--- src/rtl/router_fsm.sv ---
// Packet-sequencing controller for the 1x3 router: decodes the header address,
// steps router_register through its load phases and drives FIFO write enable / busy.
module router_fsm #(
    parameter int unsigned NUM_DEST = 3,
    parameter int unsigned ADDR_W   = 2
) (
    input  logic                clk,
    input  logic                rstn,
    input  logic                pkt_valid,
    input  logic [ADDR_W-1:0]   data_in,
    input  logic                fifo_full,
    input  logic [NUM_DEST-1:0] fifo_empty,
    input  logic [NUM_DEST-1:0] soft_reset,
    input  logic                parity_done,
    input  logic                low_pkt_valid,
    output logic                detect_addr,
    output logic                lfd_state,
    output logic                ld_state,
    output logic                full_state,
    output logic                laf_state,
    output logic                rst_int_reg,
    output logic                write_enb_reg,
    output logic                busy
);

    typedef enum logic [2:0] {
        DECODE_ADDRESS     = 3'd0,
        WAIT_TILL_EMPTY    = 3'd1,
        LOAD_FIRST_DATA    = 3'd2,
        LOAD_DATA          = 3'd3,
        FIFO_FULL_STATE    = 3'd4,
        LOAD_AFTER_FULL    = 3'd5,
        LOAD_PARITY        = 3'd6,
        CHECK_PARITY_ERROR = 3'd7
    } state_e;

    state_e              state_q;
    state_e              state_d;
    logic [ADDR_W-1:0]   addr_q;
    logic [ADDR_W-1:0]   addr_d;

    logic                addr_ok;
    logic                empty_hdr;
    logic                empty_sel;
    logic                srst_sel;

    // Out-of-range indices read as 0, so an address >= NUM_DEST never selects a FIFO.
    function automatic logic bit_at(input logic [NUM_DEST-1:0] vec,
                                    input logic [ADDR_W-1:0]   idx);
        logic b;
        b = 1'b0;
        for (int unsigned i = 0; i < NUM_DEST; i++) begin
            if (ADDR_W'(i) == idx) begin
                b = vec[i];
            end
        end
        return b;
    endfunction

    assign addr_ok   = (32'(data_in) < NUM_DEST);
    assign empty_hdr = bit_at(fifo_empty, data_in);
    assign empty_sel = bit_at(fifo_empty, addr_q);
    assign srst_sel  = bit_at(soft_reset, addr_q);

    // Next-state and address-capture logic.
    always_comb begin
        state_d = state_q;
        addr_d  = addr_q;

        unique case (state_q)
            DECODE_ADDRESS: begin
                if (pkt_valid) begin
                    addr_d = data_in;
                    if (addr_ok) begin
                        state_d = empty_hdr ? LOAD_FIRST_DATA : WAIT_TILL_EMPTY;
                    end
                end
            end
            WAIT_TILL_EMPTY: begin
                if (empty_sel) begin
                    state_d = LOAD_FIRST_DATA;
                end
            end
            LOAD_FIRST_DATA: begin
                state_d = LOAD_DATA;
            end
            LOAD_DATA: begin
                if (fifo_full) begin
                    state_d = FIFO_FULL_STATE;
                end else if (!pkt_valid) begin
                    state_d = LOAD_PARITY;
                end
            end
            FIFO_FULL_STATE: begin
                if (!fifo_full) begin
                    state_d = LOAD_AFTER_FULL;
                end
            end
            LOAD_AFTER_FULL: begin
                if (parity_done) begin
                    state_d = DECODE_ADDRESS;
                end else if (low_pkt_valid) begin
                    state_d = LOAD_PARITY;
                end else begin
                    state_d = LOAD_DATA;
                end
            end
            LOAD_PARITY: begin
                state_d = CHECK_PARITY_ERROR;
            end
            CHECK_PARITY_ERROR: begin
                state_d = fifo_full ? FIFO_FULL_STATE : DECODE_ADDRESS;
            end
            default: begin
                state_d = DECODE_ADDRESS;
            end
        endcase

        // A timeout on the selected destination abandons the packet from any active state.
        if (state_q != DECODE_ADDRESS && srst_sel) begin
            state_d = DECODE_ADDRESS;
        end
    end

    // State register; outputs are registered from the next state so they track state_q exactly.
    always_ff @(posedge clk or negedge rstn) begin
        if (!rstn) begin
            state_q       <= DECODE_ADDRESS;
            addr_q        <= '0;
            detect_addr   <= 1'b1;
            lfd_state     <= 1'b0;
            ld_state      <= 1'b0;
            full_state    <= 1'b0;
            laf_state     <= 1'b0;
            rst_int_reg   <= 1'b0;
            write_enb_reg <= 1'b0;
            busy          <= 1'b0;
        end else begin
            state_q       <= state_d;
            addr_q        <= addr_d;
            detect_addr   <= (state_d == DECODE_ADDRESS);
            lfd_state     <= (state_d == LOAD_FIRST_DATA);
            ld_state      <= (state_d == LOAD_DATA);
            full_state    <= (state_d == FIFO_FULL_STATE);
            laf_state     <= (state_d == LOAD_AFTER_FULL);
            rst_int_reg   <= (state_d == CHECK_PARITY_ERROR);
            write_enb_reg <= (state_d == LOAD_DATA) || (state_d == LOAD_PARITY)
                             || (state_d == LOAD_AFTER_FULL);
            busy          <= (state_d != DECODE_ADDRESS) && (state_d != LOAD_DATA);
        end
    end

endmodule

--- config.mk ---
export PLATFORM = sky130hd
export DESIGN_NAME = router_fsm
export DESIGN_NICKNAME = d
export VERILOG_FILES = /design/src/rtl/router_fsm.sv
export SDC_FILE = /design/constraint.sdc
export NUM_CORES = 1
export LEC_CHECK = 0
export BUFFER_PORTS_ARGS = -buffer_cell sky130_fd_sc_hd__buf_4
export CAP_MARGIN = 20
export CORE_MARGIN = 4
export CORE_UTILIZATION = 48
export DETAILED_ROUTE_END_ITERATION = 8
export HOLD_SLACK_MARGIN = 0.12
export PLACE_DENSITY = 0.85
export SLEW_MARGIN = 20
export SYNTH_ARGS = -nofsm -noshare
export SYNTH_HDL_FRONTEND = slang
export SYNTH_SLANG_ARGS = --single-unit
export TNS_END_PERCENT = 10
--- constraint.sdc ---
create_clock -name clk -period 2 [get_ports clk]
set_clock_uncertainty 0.15 [all_clocks]
set_input_delay 0.4 -clock clk [delete_from_list [all_inputs] [get_ports clk]]
set_output_delay 0.4 -clock clk [all_outputs]
set_load 0.01 [all_outputs]
## Word-level counts from Yosys, hierarchy flattened

Index checks and enable logic that the tools add are counted.

| storage, ports and cells | value |
|---|---|
| word-level logic and storage cells | 61 |
| bits in registers | 13 |
| input port bits | 14 |

| cells by class | value |
|---|---|
| $lt $le $gt $ge | 1 |
| equality and inequality tests | 18 |
| mux-type cells | 21 |
| reduce and logical (&&, ||, !) cells | 11 |

Operators with widths:

| operator | number |
|---|---|
| $mux 3 | 10 |
| $eq 3x3->1 const B | 8 |
| $pmux 3 s8 | 1 |
| $eq 3x2->1 const B | 4 |
| $mux 1 | 9 |
| $logic_not 3->1 | 2 |
| $reduce_bool 3->1 | 2 |
| $eq 1x2->1 const A | 2 |
| $eq 2x2->1 const A | 2 |
| $logic_not 2->1 | 2 |
| $eq 3x1->1 const B | 1 |
| $ne 3x2->1 const B | 1 |
| $logic_and 1x1->1 | 2 |
| $logic_or 1x1->1 | 2 |
| $lt 2x2->1 const B | 1 |
| $mux 2 | 1 |
| $reduce_and 2->1 | 1 |

## Logic depth before layout (Yosys ltp)

| depth | value |
|---|---|
| depth after elaboration | 12 |
| depth in mapped cells | 8 |

## Least setup slack after synthesis

OpenSTA, ideal clock, no wires.

| path | value |
|---|---|
| path type | register -> register |
| from | register state_q[1] |
| to | register busy |
| arrival | 1.479 ns |
| slack | 0.253 ns |
| period minus slack after synthesis | 1.747 ns |
| cell stages (with the launch flop) | 8 |
| data required time | 1.732 ns |
| buffers on the path | 1 |
| cell sequence | dfrtp_1 > buf_6 > or3_4 > a311oi_2 > a31oi_2 > nand2_2 > nand2_1 > a21o_1 |

| between the ends | value |
|---|---|
| word-level cells in the longest chain between the ends | 6 |
| elaborated cells between the ends (all ways) | 21 |
| classes of those cells | 8 x eq/ne; 8 x mux; 5 x reduce/logical |

Ends and longest elaborated chain:

| element | line | RTL |
|---|---|---|
| start: declaration | 37 | `state_e state_q;` |
| start signal: assignment | 139 | `state_q <= state_d;` |
| $mux 3 (on tied branches) | 90, 74 |  |
| $mux 3 (on tied branches) | 88, 72 |  |
| $pmux 3 s8 | 70 | `unique case (state_q)` |
| $mux 3 (*) | 120 | `if (state_q != DECODE_ADDRESS && srst_sel) begin` |
| $ne 3x2->1 / $reduce_bool 3->1 (equally long branches) | 149 | `busy <= (state_d != DECODE_ADDRESS) && (state_d != LOAD_DATA);` |
| $logic_and 1x1->1 (*) | 149 |  |
| end signal: assignment | 149 |  |
| end: declaration | 23 | `output logic busy` |

Every way passes the cells marked *; elsewhere a longest branch is shown, timed or not.
A chain may end at the register's enable or synchronous reset.

## Worst setup path in the final report

| path | value |
|---|---|
| from | register state_q[1] |
| to | register busy |

| between the ends | value |
|---|---|
| elaborated cells between the ends (all ways) | 21 |
| classes of those cells | 8 x eq/ne; 8 x mux; 5 x reduce/logical |

RTL lines:

| element | line | RTL |
|---|---|---|
| $eq 3x3->1 (tied with other cells) | 70 |  |
| $pmux 3 s8 / $logic_and 1x1->1 (equally long branches) | 70, 120 |  |
| $mux 3 (*) | 120 |  |
| named net state_d[0] | 38 | `state_e state_d;` |
| $ne 3x2->1 / $reduce_bool 3->1 (equally long branches) | 149 |  |
| $logic_and 1x1->1 (*) | 149 |  |

The timed path passes the listed nets; every way through them passes the cells marked *.

==> summary.md <==
| Metric | Value |
|---|---|
| Clock period minus final worst setup slack | `about 1.9 ns` |
| Seq cells post-synth | `13` |
| # setup viols final | `0` |
| Number of placed I/O pins | `22` |
| Combinational family with the most area after synthesis | `simple AND/OR/NAND/NOR gates` |
| Start point of the worst hold path | `data_in[0]` |
| Yosys warns | `0` |
| Arrival time at the worst endpoint | `1.90 ns` |
| Die span in y | `about 47 µm` |
| Hold/Removal Path Class | `input port to flop` |
| Most frequent cell after synthesis | `dfrtp_1` |
| Vias per inst | `5.76` |
| Proportion of netlist area held by the largest area contributor | `a little over two fifths` |
| EDFF count, synth | `0` |
| Synth Instances | `a little under 70` |
| Synthesized-area fraction occupied by and/or/nand/nor cells | `around a quarter` |
| Reg with most FFs | `state_q` |
| Final-report max-slew violation count | `0` |
| Die extent in x | `roughly 47 µm` |
| Post-route ant nets | `0` |
| Initial antenna violation count | `0` |
| # H-tree levels | `1` |
| Max FFs per register | `3` |
| Crit-path slowest cell | `dfrtp_2` |
| Complex-gate fraction of the synthesized area | `roughly 20%` |
| Final net count | `109` |
| Placement Cell Area | `between 800 and 900 µm²` |
| Floorplan die area | `~0.0022 mm²` |
| Std-Cell Rows | `13` |
| Mean post-synth cell area | `slightly above 10 µm²` |
| Power, Total | `around 1.4 mW` |
| CP peak stage delay | `~0.48 ns` |
| Number of diodes | `0` |
| Synth-to-layout area growth | `28.3%` |
| Final GP Congestion | `0.849` |
| Fin. Hold Viols | `0` |
| Worst VDD drop | `between 0.8 and 0.9 mV` |
| Fraction of synthesized cell area in xor and xnor cells | `0%` |
| Share of total power in sequential cells | `35.9%` |
| Maximum buffer depth of the clock tree | `2` |
| Routed wire length per instance | `about 14 µm` |
| Static power due to leakage | `about 0.43 nW` |
| Post-layout util | `between 60 and 70%` |
| Post-route DRC | `0` |
| Total global-route track usage | `16.7%` |
| Status | `completed` |
| Worst setup margin | `0.114 ns` |
| First-pass GRT wire length | `approximately 2.6 mm` |
| Number of buffers and inverters on the critical path | `1` |
| Number of DRC violations after detailed-routing iteration 0 | `21` |
| Clock-pin slew reported for the worst setup and hold paths after clock tree synthesis | `approximately 0.080 ns` |
| Combinational fraction of design power | `a little over half` |
| Maximum fanout along the worst path | `9` |
| First element of the critical path | `state_q[1]` |
| Maximum clock frequency | `0.530 GHz` |
| DR vias | `about 630` |
| Arithmetic-cell share of the synthesized area counting full adders, half adders and majority gates | `0%` |
| Post-synth ARST share | `between 90% and 100%` |
| Synthesized netlist net count | `83` |
| Post-synth cell types | `34` |
| Setup repair after global routing missed its margin | `false` |
| Clock latency at the later pin of the worst-skew pair | `0.27 ns` |
| Routed Wire Length | `between 1.5 and 2 mm` |
| Share of the clock period used by the worst path | `a little over nine tenths` |
| Share of cell area taken by muxes after synthesis | `approximately 5.8%` |
| Post-place setup slack | `around 0.10 ns` |
| Estimated wirelength of the detail-placed design | `between 1 and 1.5 mm` |
| Internal power component | `a little under 0.8 mW` |
| Endpoint kind of the worst setup timing path | `flop` |
| TritonCTS clock tree | `done` |
| Share of cells above drive strength 1 | `about 40%` |
| Switching power | `~0.57 mW` |
| Switching share of total power | `between 40% and 50%` |
| Headroom to the max-slew limit | `between 70 and 80%` |
| Starting utilization of the core area | `a little over half` |
| Launching element type of the critical path | `flop` |
| Post-Syn Area | `about 720 µm²` |
| Top delay family on crit path | `compound AO/OA/AOI/OAI gates` |
| Number of optimization iterations in the first detailed-route pass | `4` |
| Number of buffers added by the clock tree synthesis step | `3` |
| Post-route setup TNS | `0 ns` |
| Most numerous cell types in the synthesized netlist | `dfrtp_1 (12), nor2_1 (9), nand2_1 (6)` |
| Most area-consuming cells after synthesis | `dfrtp_1 (42%), nor2_1 (4.7%), mux2i_1 (4.2%)` |
| Seq/Total Area, Yosys | `about 46%` |
| Tightest Pin Transition | `~0.32 ns` |
| RR Startpoint | `state_q[1]` |
| Required time worst endpoint | `between 2 and 2.5 ns` |
| Cell-by-cell listing of the critical path | `nor4b_2 > o21ai_1 > a31oi_2 > nand2_2 > inv_2 > nand2b_1 > a21o_1` |
| Clock power frac | `between 10% and 20%` |
| Areal power density over the cells | `1470 mW/mm²` |
| Total overflow reported by the global router | `0` |
| Total of buffers placed on input and output ports | `21` |
| Vias in the first global route | `632` |
| Layout Cell Area excl Fill | `roughly 920 µm²` |
| Floorplan core area | `between 0.001 and 0.0015 mm²` |
| Dominant cell type by area after synthesis | `dfrtp_1` |
| Top flip-flop cell by instance count after synthesis | `dfrtp_1` |
| Root buffer cell | `clkbuf_4` |
| # clock sinks | `13` |
| Maximum number of pins on one net before global-route repair | `14` |
| Largest registers ranked by flip-flop count | `state_q: 3 flops, addr_q: 2 flops` |
| Count of max-cap constraint violations | `0` |
| Startpoint-to-endpoint class of the critical path | `flop to flop` |
what timing repair did:
item,in CTS,in global routing
resized for setup,0,1
hold buffers,1,0
setup buffers,0,0
endpoints found under the hold margin,13,0
setup endpoints to repair,0,3
kinds of logic (layout without fill, tap and decap cells):
group                  after synthesis  count (layout)
multiplexers                         4               4
flip-flops                          13              13
AO/OA/AOI/OAI                       17              17
buffers and inverters                5              30
AND/OR/NAND/NOR                     30              30
layout by cell type (no fill, tap or decap), types with 2 or more instances in the layout:
cell type	count
a21o_1	2
buf_4	21
clkbuf_4	3
dfrtp_1	11
inv_1	3
mux2i_1	3
nand2_1	6
nand3b_1	3
nor2_1	9
o21a_1	2
o21ai_0	3
o22ai_1	2
power groups by stage:
stage / sequential (mW) / combinational [mW] / clock (mW)
after floorplan: 0.470 / 0.521 / 0
after global placement: 0.478 / 0.674 / 0
after detailed placement: 0.488 / 0.700 / 0
after CTS: 0.483 / 0.707 / 0.160
after global routing: 0.506 / 0.777 / 0.171
final: 0.485 / 0.710 / 0.157
worst register-to-register path, stage by stage, from the launching register on:
cell and delay, ns:
dfrtp_2 0.48, nor4b_2 0.31, o21ai_1 0.14, a31oi_2 0.26, nand2_2 0.12, inv_2 0.09, nand2b_1 0.06, a21o_1 0.17
per-layer routing:
metal	part of all wire, %	wire length (µm)	up-vias	global-route usage (%)
li1	-	-	300	-
met2	52	823	20	28.8
met4	1.2	19	0	9.39
met5	0	0	-	0
met3	5.7	90	2	3.52
met1	41	637	306	18.9
stage by stage:
step,instances,hold WS (ns)
final,109,0.247
after global routing,109,0.257
after CTS,109,0.243
after detailed placement,104,0.102
after global placement,104,0.0943
after floorplan,69,-0.0456
layout make-up:
type	count	area, µm²
Inverter	4	15.0
Multi-Input combinational cell	51	364
Clock buffer	4	26.3
Sequential cell	13	328
Timing Repair Buffer	22	168
Tap cell	15	18.8
Fill cell	115	430
worst paths after layout:
path	endpoint	slack (ns)	cells past startpoint
max reg2reg	busy	0.11	7
max in group asynchronous	detect_addr	1.12	2
min in group asynchronous	addr_q[1]	0.35	2
min	addr_q[0]	0.25	2
max	busy	0.11	7
min reg2reg	addr_q[1]	0.45	2
Note: power is estimated with default switching activity, not from simulation.
